==> config.mk <==
export PLATFORM = sky130hd
export DESIGN_NAME = mux_arb_8_flat
export DESIGN_NICKNAME = d
export VERILOG_FILES = /design/src/rtl/mux_arb_8_if.sv /design/src/rtl/mux_arb_8.sv /design/src/flat_wrapper.sv
export SDC_FILE = /design/constraint.sdc
export NUM_CORES = 1
export LEC_CHECK = 0
export CAP_MARGIN = 10
export CORE_MARGIN = 2
export CORE_UTILIZATION = 49
export DETAILED_ROUTE_END_ITERATION = 10
export PLACE_DENSITY = 0.87
export SYNTH_ARGS = -nofsm -noshare
export SYNTH_HDL_FRONTEND = slang
export SYNTH_SLANG_ARGS = --single-unit
==> constraint.sdc <==
create_clock -name clk -period 1.7 [get_ports clk]
set_input_delay 0.51 -clock clk [delete_from_list [all_inputs] [get_ports clk]]
set_output_delay 0.51 -clock clk [all_outputs]
set_load 0.02 [all_outputs]
==> src/rtl/mux_arb_8_if.sv <==
// Handshake/bus bundle for mux_arb_8: four source byte lanes in, one merged byte out.
// slave = arbiter side, master = producers/consumer side.
interface mux_arb_8_if #(
    parameter int DATA_W = 8
);
    logic [DATA_W-1:0] in1;
    logic [DATA_W-1:0] in2;
    logic [DATA_W-1:0] in3;
    logic [DATA_W-1:0] in4;
    logic [3:0]        in_vld;
    logic [3:0]        in_rdy;
    logic [DATA_W-1:0] Y;
    logic [1:0]        Sel;
    logic              Y_vld;
    logic              Y_rdy;

    modport slave (
        input  in1, in2, in3, in4, in_vld, Y_rdy,
        output in_rdy, Y, Sel, Y_vld
    );

    modport master (
        output in1, in2, in3, in4, in_vld, Y_rdy,
        input  in_rdy, Y, Sel, Y_vld
    );
endinterface

==> src/rtl/mux_arb_8.sv <==
// Four-channel round-robin byte merger with one-entry holding registers per channel.
// Optional sticky per-channel overflow flags when MUX_ARB_8_OVERFLOW_EN is defined.
module mux_arb_8 #(
    parameter int DATA_W = 8
) (
    input  logic           clk,
    input  logic           reset_n,
    mux_arb_8_if.slave     bus
`ifdef MUX_ARB_8_OVERFLOW_EN
    ,
    output logic [3:0]     ovf
`endif
);

    logic [1:0]        rst_sync;
    logic              rst_int_n;

    logic [DATA_W-1:0] in_byte [4];
    logic [DATA_W-1:0] hold    [4];
    logic [3:0]        full;
    logic [1:0]        last_grant;

    logic [DATA_W-1:0] y_q;
    logic [1:0]        sel_q;
    logic              y_vld_q;

    logic              load;
    logic              gnt_found;
    logic [1:0]        gnt_idx;
    logic [1:0]        cand;
    logic [3:0]        gnt_onehot;
    logic [3:0]        capture;
    logic [3:0]        drop;

    // Assertion is immediate; release reaches the datapath only after two clk edges.
    always_ff @(posedge clk or negedge reset_n) begin
        if (!reset_n) begin
            rst_sync <= 2'b00;
        end else begin
            rst_sync <= {rst_sync[0], 1'b1};
        end
    end

    assign rst_int_n = rst_sync[1];

    assign in_byte[0] = bus.in1;
    assign in_byte[1] = bus.in2;
    assign in_byte[2] = bus.in3;
    assign in_byte[3] = bus.in4;

    assign load    = ~y_vld_q | bus.Y_rdy;
    assign capture = bus.in_vld & ~full;
    assign drop    = bus.in_vld & full;

    // Search starts one past the last winner; k=4 wraps back onto last_grant itself.
    always_comb begin
        gnt_found = 1'b0;
        gnt_idx   = last_grant;
        cand      = 2'd0;
        for (int k = 1; k <= 4; k++) begin
            cand = last_grant + 2'(k);
            if (!gnt_found && full[cand]) begin
                gnt_found = 1'b1;
                gnt_idx   = cand;
            end
        end
    end

    always_comb begin
        gnt_onehot = 4'b0000;
        if (load && gnt_found) begin
            gnt_onehot[gnt_idx] = 1'b1;
        end
    end

    // A full channel never captures, so drain and capture of one channel cannot collide.
    always_ff @(posedge clk or negedge rst_int_n) begin
        if (!rst_int_n) begin
            full <= 4'b0000;
            for (int i = 0; i < 4; i++) begin
                hold[i] <= '0;
            end
        end else begin
            full <= (full & ~gnt_onehot) | capture;
            for (int i = 0; i < 4; i++) begin
                if (capture[i]) begin
                    hold[i] <= in_byte[i];
                end
            end
        end
    end

    always_ff @(posedge clk or negedge rst_int_n) begin
        if (!rst_int_n) begin
            y_q        <= '0;
            sel_q      <= 2'd0;
            y_vld_q    <= 1'b0;
            last_grant <= 2'd3;
        end else if (load) begin
            if (gnt_found) begin
                y_q        <= hold[gnt_idx];
                sel_q      <= gnt_idx;
                y_vld_q    <= 1'b1;
                last_grant <= gnt_idx;
            end else begin
                y_vld_q    <= 1'b0;
            end
        end
    end

    assign bus.in_rdy = ~full;
    assign bus.Y      = y_q;
    assign bus.Sel    = sel_q;
    assign bus.Y_vld  = y_vld_q;

`ifdef MUX_ARB_8_OVERFLOW_EN
    logic [3:0] ovf_q;

    always_ff @(posedge clk or negedge rst_int_n) begin
        if (!rst_int_n) begin
            ovf_q <= 4'b0000;
        end else begin
            ovf_q <= ovf_q | drop;
        end
    end

    assign ovf = ovf_q;
`else
    logic unused_drop;
    assign unused_drop = ^drop;
`endif

endmodule

==> src/flat_wrapper.sv <==
// flat-port wrapper written by rule: the top's interface ports become plain ports
module mux_arb_8_flat 
#(
    parameter int DATA_W = 8
)
  (clk, reset_n, bus_in1, bus_in2, bus_in3, bus_in4, bus_in_vld, bus_Y_rdy, bus_in_rdy, bus_Y, bus_Sel, bus_Y_vld);
  mux_arb_8_if #(.DATA_W(DATA_W)) bus_i ();
  input  logic clk;
  input  logic reset_n;
  input wire logic [$bits(bus_i.in1)-1:0] bus_in1;
  input wire logic [$bits(bus_i.in2)-1:0] bus_in2;
  input wire logic [$bits(bus_i.in3)-1:0] bus_in3;
  input wire logic [$bits(bus_i.in4)-1:0] bus_in4;
  input wire logic [$bits(bus_i.in_vld)-1:0] bus_in_vld;
  input wire logic [$bits(bus_i.Y_rdy)-1:0] bus_Y_rdy;
  output wire logic [$bits(bus_i.in_rdy)-1:0] bus_in_rdy;
  output wire logic [$bits(bus_i.Y)-1:0] bus_Y;
  output wire logic [$bits(bus_i.Sel)-1:0] bus_Sel;
  output wire logic [$bits(bus_i.Y_vld)-1:0] bus_Y_vld;
  assign bus_i.in1 = bus_in1;
  assign bus_i.in2 = bus_in2;
  assign bus_i.in3 = bus_in3;
  assign bus_i.in4 = bus_in4;
  assign bus_i.in_vld = bus_in_vld;
  assign bus_i.Y_rdy = bus_Y_rdy;
  assign bus_in_rdy = bus_i.in_rdy;
  assign bus_Y = bus_i.Y;
  assign bus_Sel = bus_i.Sel;
  assign bus_Y_vld = bus_i.Y_vld;
  mux_arb_8 #(.DATA_W(DATA_W)) u_core (.clk(clk), .reset_n(reset_n), .bus(bus_i));
endmodule
Word-level counts from Yosys, hierarchy flattened --
Cells that the tools add are included.
Operators by class: bitwise logic cells 8, reductions and logical operators 9, add/subtract/negate cells 3, muxes and demuxes 23, magnitude comparators 7
Operator list (number):
- 8-bit binary-select mux with 2-bit select | 1
- 8-bit 2-to-1 mux | 2
- 2-bit by 3-bit < comparator with 1-bit output, second input constant | 5
- 1-bit 2-to-1 mux | 10
- 4-bit bitwise AND | 2
- 1-bit binary-select mux with 2-bit select | 4
- 2-bit 2-to-1 mux | 4
- 4-bit inverter | 2
- 1-bit logical AND | 5
- 2-bit adder, second input constant | 2
- 4-bit 2-to-1 mux | 1
- 4-bit OR | 1
- 3-bit >= comparator, second input constant | 1
- 1-bit logical NOT | 3
- 2-bit inverter with 3-bit output | 1
- 2-bit by 1-bit adder with 2-bit output, second input constant | 1
- 1-bit demux with 2-bit select | 1
- 2-bit by 1-bit >= comparator with 1-bit output, second input constant | 1
- 2-bit AND reduction | 1
- 1-bit inverter | 1
- 1-bit OR | 1
Storage, ports and cells: register bits 51, input bits 39, logic and storage cells 60

Logic depth before layout (Yosys ltp) --
word-level depth 21, gate-level depth with buffers 6, mapped depth without buffers 5

Least setup slack after synthesis --
OpenSTA, ideal clock, no wires.
path kind register to register, from reg u_core.full[3], to reg u_core.y_q[0], in the netlist u_core.bus.Y[0], period minus slack after synthesis 1.684 ns, setup time 0.143 ns, path slack 0.016 ns, stages on the path, launching flop included 7, arrival time 1.541 ns, cell sequence dfrtp_1 > inv_1 > o22ai_1 > a211oi_4 > buf_6 > mux2i_1 > o221ai_1
Between the ends: longest elaborated chain between the ends 16, elaborated cells on any way between the ends 27
RTL lines:
- from (decl) | line mux_arb_8.sv:20 | logic [3:0] full;
- from (signal assigned) | line mux_arb_8.sv:84 | full <= (full & ~gnt_onehot) | capture;
- 1-bit binary-select mux with 2-bit select | line mux_arb_8.sv:62 | if (!gnt_found && full[cand]) begin
- 1-bit 2-to-1 mux (implied by the code) | line mux_arb_8.sv:62
- 1-bit 2-to-1 mux | line mux_arb_8.sv:62
- 1-bit logical NOT | line mux_arb_8.sv:62
- 1-bit logical AND | line mux_arb_8.sv:62
- 1-bit 2-to-1 mux | line mux_arb_8.sv:62
- 1-bit logical NOT | line mux_arb_8.sv:62
- 1-bit logical AND | line mux_arb_8.sv:62
- 1-bit 2-to-1 mux | line mux_arb_8.sv:62
- 1-bit logical NOT | line mux_arb_8.sv:62
- 1-bit logical AND | line mux_arb_8.sv:62
- 2-bit 2-to-1 mux | line mux_arb_8.sv:62
- 2-bit inverter with 3-bit output (implied by the code) | line mux_arb_8.sv:101 | y_q <= hold[gnt_idx];
- 8-bit binary-select mux with 2-bit select | line mux_arb_8.sv:101
- 8-bit 2-to-1 mux (implied by the code) (2 in series) | line mux_arb_8.sv:101
- to (signal assigned) | line mux_arb_8.sv:101
- to (decl) | line mux_arb_8.sv:23 | logic [DATA_W-1:0] y_q;
Parallel ways exist; a longest one is shown, timed or not. The select of a mux whose other input is x is not followed. A chain may end at the register's enable or synchronous reset.

Worst setup path in the final report --
from reg u_core.last_grant[0], to reg u_core.y_q[4], in the netlist u_core.bus.Y[4]
Between the ends: longest elaborated chain between the ends 17, elaborated cells on any way between the ends 30
RTL lines:
- from (decl) | line mux_arb_8.sv:21 | logic [1:0] last_grant;
- from (signal assigned) | line mux_arb_8.sv:104 | last_grant <= gnt_idx;
- 2-bit by 1-bit adder with 2-bit output | line mux_arb_8.sv:61 | cand = last_grant + 2'(k);
- 1-bit binary-select mux with 2-bit select | line mux_arb_8.sv:62
- 1-bit 2-to-1 mux (implied by the code) | line mux_arb_8.sv:62
- 1-bit 2-to-1 mux | line mux_arb_8.sv:62
- 1-bit logical NOT | line mux_arb_8.sv:62
- 1-bit logical AND | line mux_arb_8.sv:62
- 1-bit 2-to-1 mux | line mux_arb_8.sv:62
- 1-bit logical NOT | line mux_arb_8.sv:62
- 1-bit logical AND | line mux_arb_8.sv:62
- 1-bit 2-to-1 mux | line mux_arb_8.sv:62
- 1-bit logical NOT | line mux_arb_8.sv:62
- 1-bit logical AND | line mux_arb_8.sv:62
- 2-bit 2-to-1 mux | line mux_arb_8.sv:62
- 2-bit inverter with 3-bit output (implied by the code) | line mux_arb_8.sv:101
- 8-bit binary-select mux with 2-bit select | line mux_arb_8.sv:101
- 8-bit 2-to-1 mux (implied by the code) (2 in series) | line mux_arb_8.sv:101
Parallel ways exist; a longest one is shown, timed or not. The select of a mux whose other input is x is not followed.

==> flow_metrics.env <==
export IMPL_grt_pass1_wl_um=8314
export IMPL_avgSynthCellArea_um2=13.32
export IMPL_synthDistinctLibCells=29
export IMPL_postLayoutCellArea_mm2=0.003179
export IMPL_areaGrowthSynthToFinish_pct=43.80
export IMPL_p_int_uw=3952
export IMPL_antenna_found_initial=0
export IMPL_core_area_mm2=0.004354
export IMPL_wl_um=5236
export IMPL_drt_iter0_markers=91
export IMPL_cp_data_arrival_time_ns=1.98
export IMPL_reg2reg_slack_ns=-0.12
export IMPL_hold_slack_ns=0.2444
export IMPL_globalplace_congestion=0.7930
export IMPL_crit_path_start_kind="flop"
export IMPL_drt_pass1_iter_count=5
export IMPL_vdd_ir_drop_max_mv=0.8760
export IMPL_yosys_register_bits=51
export IMPL_fin_setup_tns_ns=-0.8484
export IMPL_cts_htree_levels=2
export IMPL_hpwl_um=3406
export IMPL_start_util_pct=50.78
export IMPL_grt_max_degree=50
export IMPL_num_io_pins=54
export IMPL_setup_viol=9
export IMPL_fin_ws_ns=-0.1151
export IMPL_via_per_inst=5.498
export IMPL_die_area_mm2=0.005065
export IMPL_drive_above_1_share_pct=36.51
export IMPL_reg2reg_from="u_core.last_grant[0]"
export IMPL_syn_instance_count=166
export IMPL_ant_nets=0
export IMPL_p_sw_share_pct=37.36
export IMPL_finClkSkew_ns=0.009411
export IMPL_seqPwrFrac_pct=35.8
export IMPL_synth_top_area_share_pct=55.46
export IMPL_vias=1611
export IMPL_fin_nets=279
export IMPL_cap_violations=0
export IMPL_port_buffers=53
export IMPL_syn_cell_area_mm2=0.002211
export IMPL_endpoint_kind="flop"
export IMPL_placed_area_mm2=0.002924
export IMPL_wire_per_inst_um=17.87
export IMPL_overflow=0
export IMPL_cts_max_path_buffers=2
export IMPL_synth_seq_area_share_pct=57.84
export IMPL_p_sw_uw=2358
export IMPL_violations="negative setup slack"
export IMPL_hold_viol_final=0
export IMPL_synth_warnings=0
export IMPL_final_util_pct=73.02
export IMPL_path_class="flop to flop"
export IMPL_drc=0
export IMPL_numCtsBuffers=5
export IMPL_die_x_um=71.17
export IMPL_syn_num_nets=205
export IMPL_status="finished, violations left"
export IMPL_final_common_cell="dfrtp_1"
export IMPL_fillers=289
export IMPL_core_rowCount=24
export IMPL_stdcell_count=293
export IMPL_first_global_vias=1706
export IMPL_cts_tree="built"
export IMPL_r2r_end="u_core.bus.Y[4]"
export IMPL_clock_latency_ns=0.31
export IMPL_layout_min_cycle_time_ns=1.815
export IMPL_synth_area_top_cells="dfrtp_1 55%, mux2_2 16%, mux2i_1 7.2%"
export IMPL_clkTransAtPathRegs_ns=0.09
export IMPL_die_y_um=71.17
export IMPL_ctsHoldBuffers=0
export IMPL_worstSetupStartpoint="u_core.last_grant[0]"
export IMPL_timing_fmax_mhz=550.9
export IMPL_cts_sinks=51
export IMPL_r2r_worst_path_cells=7
export IMPL_hold_class="flop to asynchronous set/reset pin"
export IMPL_pwr_density_cell_mw_per_mm2=1985
export IMPL_p_leak_uw=0.001373
export IMPL_rsz0062_at_grt="yes"
export IMPL_finalCritPeriodShare_pct=106.8
export IMPL_cp_data_required_time_ns=1.87
export IMPL_clockPowerShare_pct=10.6
export IMPL_path_max_fanout=6
export IMPL_clockRootBuffer="clkbuf_8"
export IMPL_grt_usage_pct=22.06
export IMPL_final_cell_mix="48 x dfrtp_1, 38 x clkdlybuf4s50_1, 32 x mux2_2"
export IMPL_drv_slew=0
export IMPL_dpl_cell_count=281
export IMPL_pwr_share_comb_pct=53.5
export IMPL_yosysTopAreaCell="dfrtp_1"
export IMPL_diodes=0
==> kinds of logic (layout without fill, tap and decap cells) <==
group	after synthesis	after routing	share of synthesized area, %
and+or+nand+nor	30	30	6.961
DFF	51	51	57.84
buffers and inverters	13	88	3.395
other	1	1	0.1696
AOI/OAI and AO/OA	23	23	8.093
muxes	48	48	23.54
==> timing repair <==
action,in CTS,in global routing
buffers inserted,3,1
pin swaps,5,5
cloned,2,0
resized for setup,32,20
endpoints found under the setup margin,24,15
==> synth_stat cells, drive strengths merged <==
library cell and count:
dfrtp 49, mux2 32, mux2i 16, nand2 15, o221ai 8, inv 5, a21oi 4, buf 4
clkbuf 4, nor2 4, o21ai 4, nand2b 3, nor2b 3, a21o 2, and2b 2, dfstp 2
a211oi 1, a31oi 1, and3 1, conb 1, nand4bb 1, nor4 1, o211ai 1, o22a 1
o22ai 1
==> registers in the layout (all words and copies together) (netlist names) <==
name,flops
u_core.last_grant,2
u_core.bus.Y,8
u_core.hold,32
u_core.bus.Y_vld,1
u_core.rst_sync,2
u_core.full,4
u_core.bus.Sel,2
==> area by class of cell <==
type	count	area [um2]	share of cell area, %
inverter	5	18.77	0.5903
timing repair buffer	75	723.2	22.75
sequential	51	1280	40.26
clock buffer	8	80.08	2.519
tap	52	65.06	2.046
multi-input combinational	102	1012	31.84
==> routing by layer <==
metal  part of all wire (%)  global-route usage (%)  vias to the layer above  wire [um]
met4                    2.9                   11.11                        0        152
met5                      0                       0                        -          0
met2                     52                   37.24                       58       2736
met3                    5.6                   4.701                       14        291
met1                     39                   26.66                      804       2056
li1                       -                       -                      735          -
==> worst max-delay path, stage by stage, from the launching register on <==
cell and delay (ns):
dfstp_2 0.58, nand2b_4 0.14, a21oi_2 0.06, a211oi_4 0.23, buf_4 0.17, buf_12 0.14, mux2i_4 0.23, o221ai_2 0.12
==> per-stage QoR <==
step	power, uW	setup WS [ns]
2_1_floorplan	3883	0.01572
3_3_place_gp	4763	-0.1679
3_5_place_dp	4884	-0.2136
4_1_cts	6204	-0.07921
5_1_grt	6655	-0.1684
6_report	6310	-0.1151
==> how the worst max path moves through the flow <==
stage | slack [ns] | end
after detailed placement | -0.21 | u_core.bus.Y[7]
after CTS | -0.08 | u_core.bus.Y[7]
after global placement | -0.17 | u_core.full[1]
after global routing | -0.17 | u_core.bus.Y[6]
after floorplan | 0.02 | u_core.bus.Y[0]
final | -0.12 | u_core.bus.Y[4]
==> power groups by stage <==
stage / clock, uW / combinational (uW) / sequential, uW
floorplan: 0 / 1630 / 2260
global placement: 0 / 2630 / 2130
detailed placement: 0 / 2720 / 2160
CTS: 679 / 3330 / 2200
global route: 730 / 3600 / 2320
finish: 670 / 3380 / 2260
No activity file was read; power rests on OpenSTA's default activity.
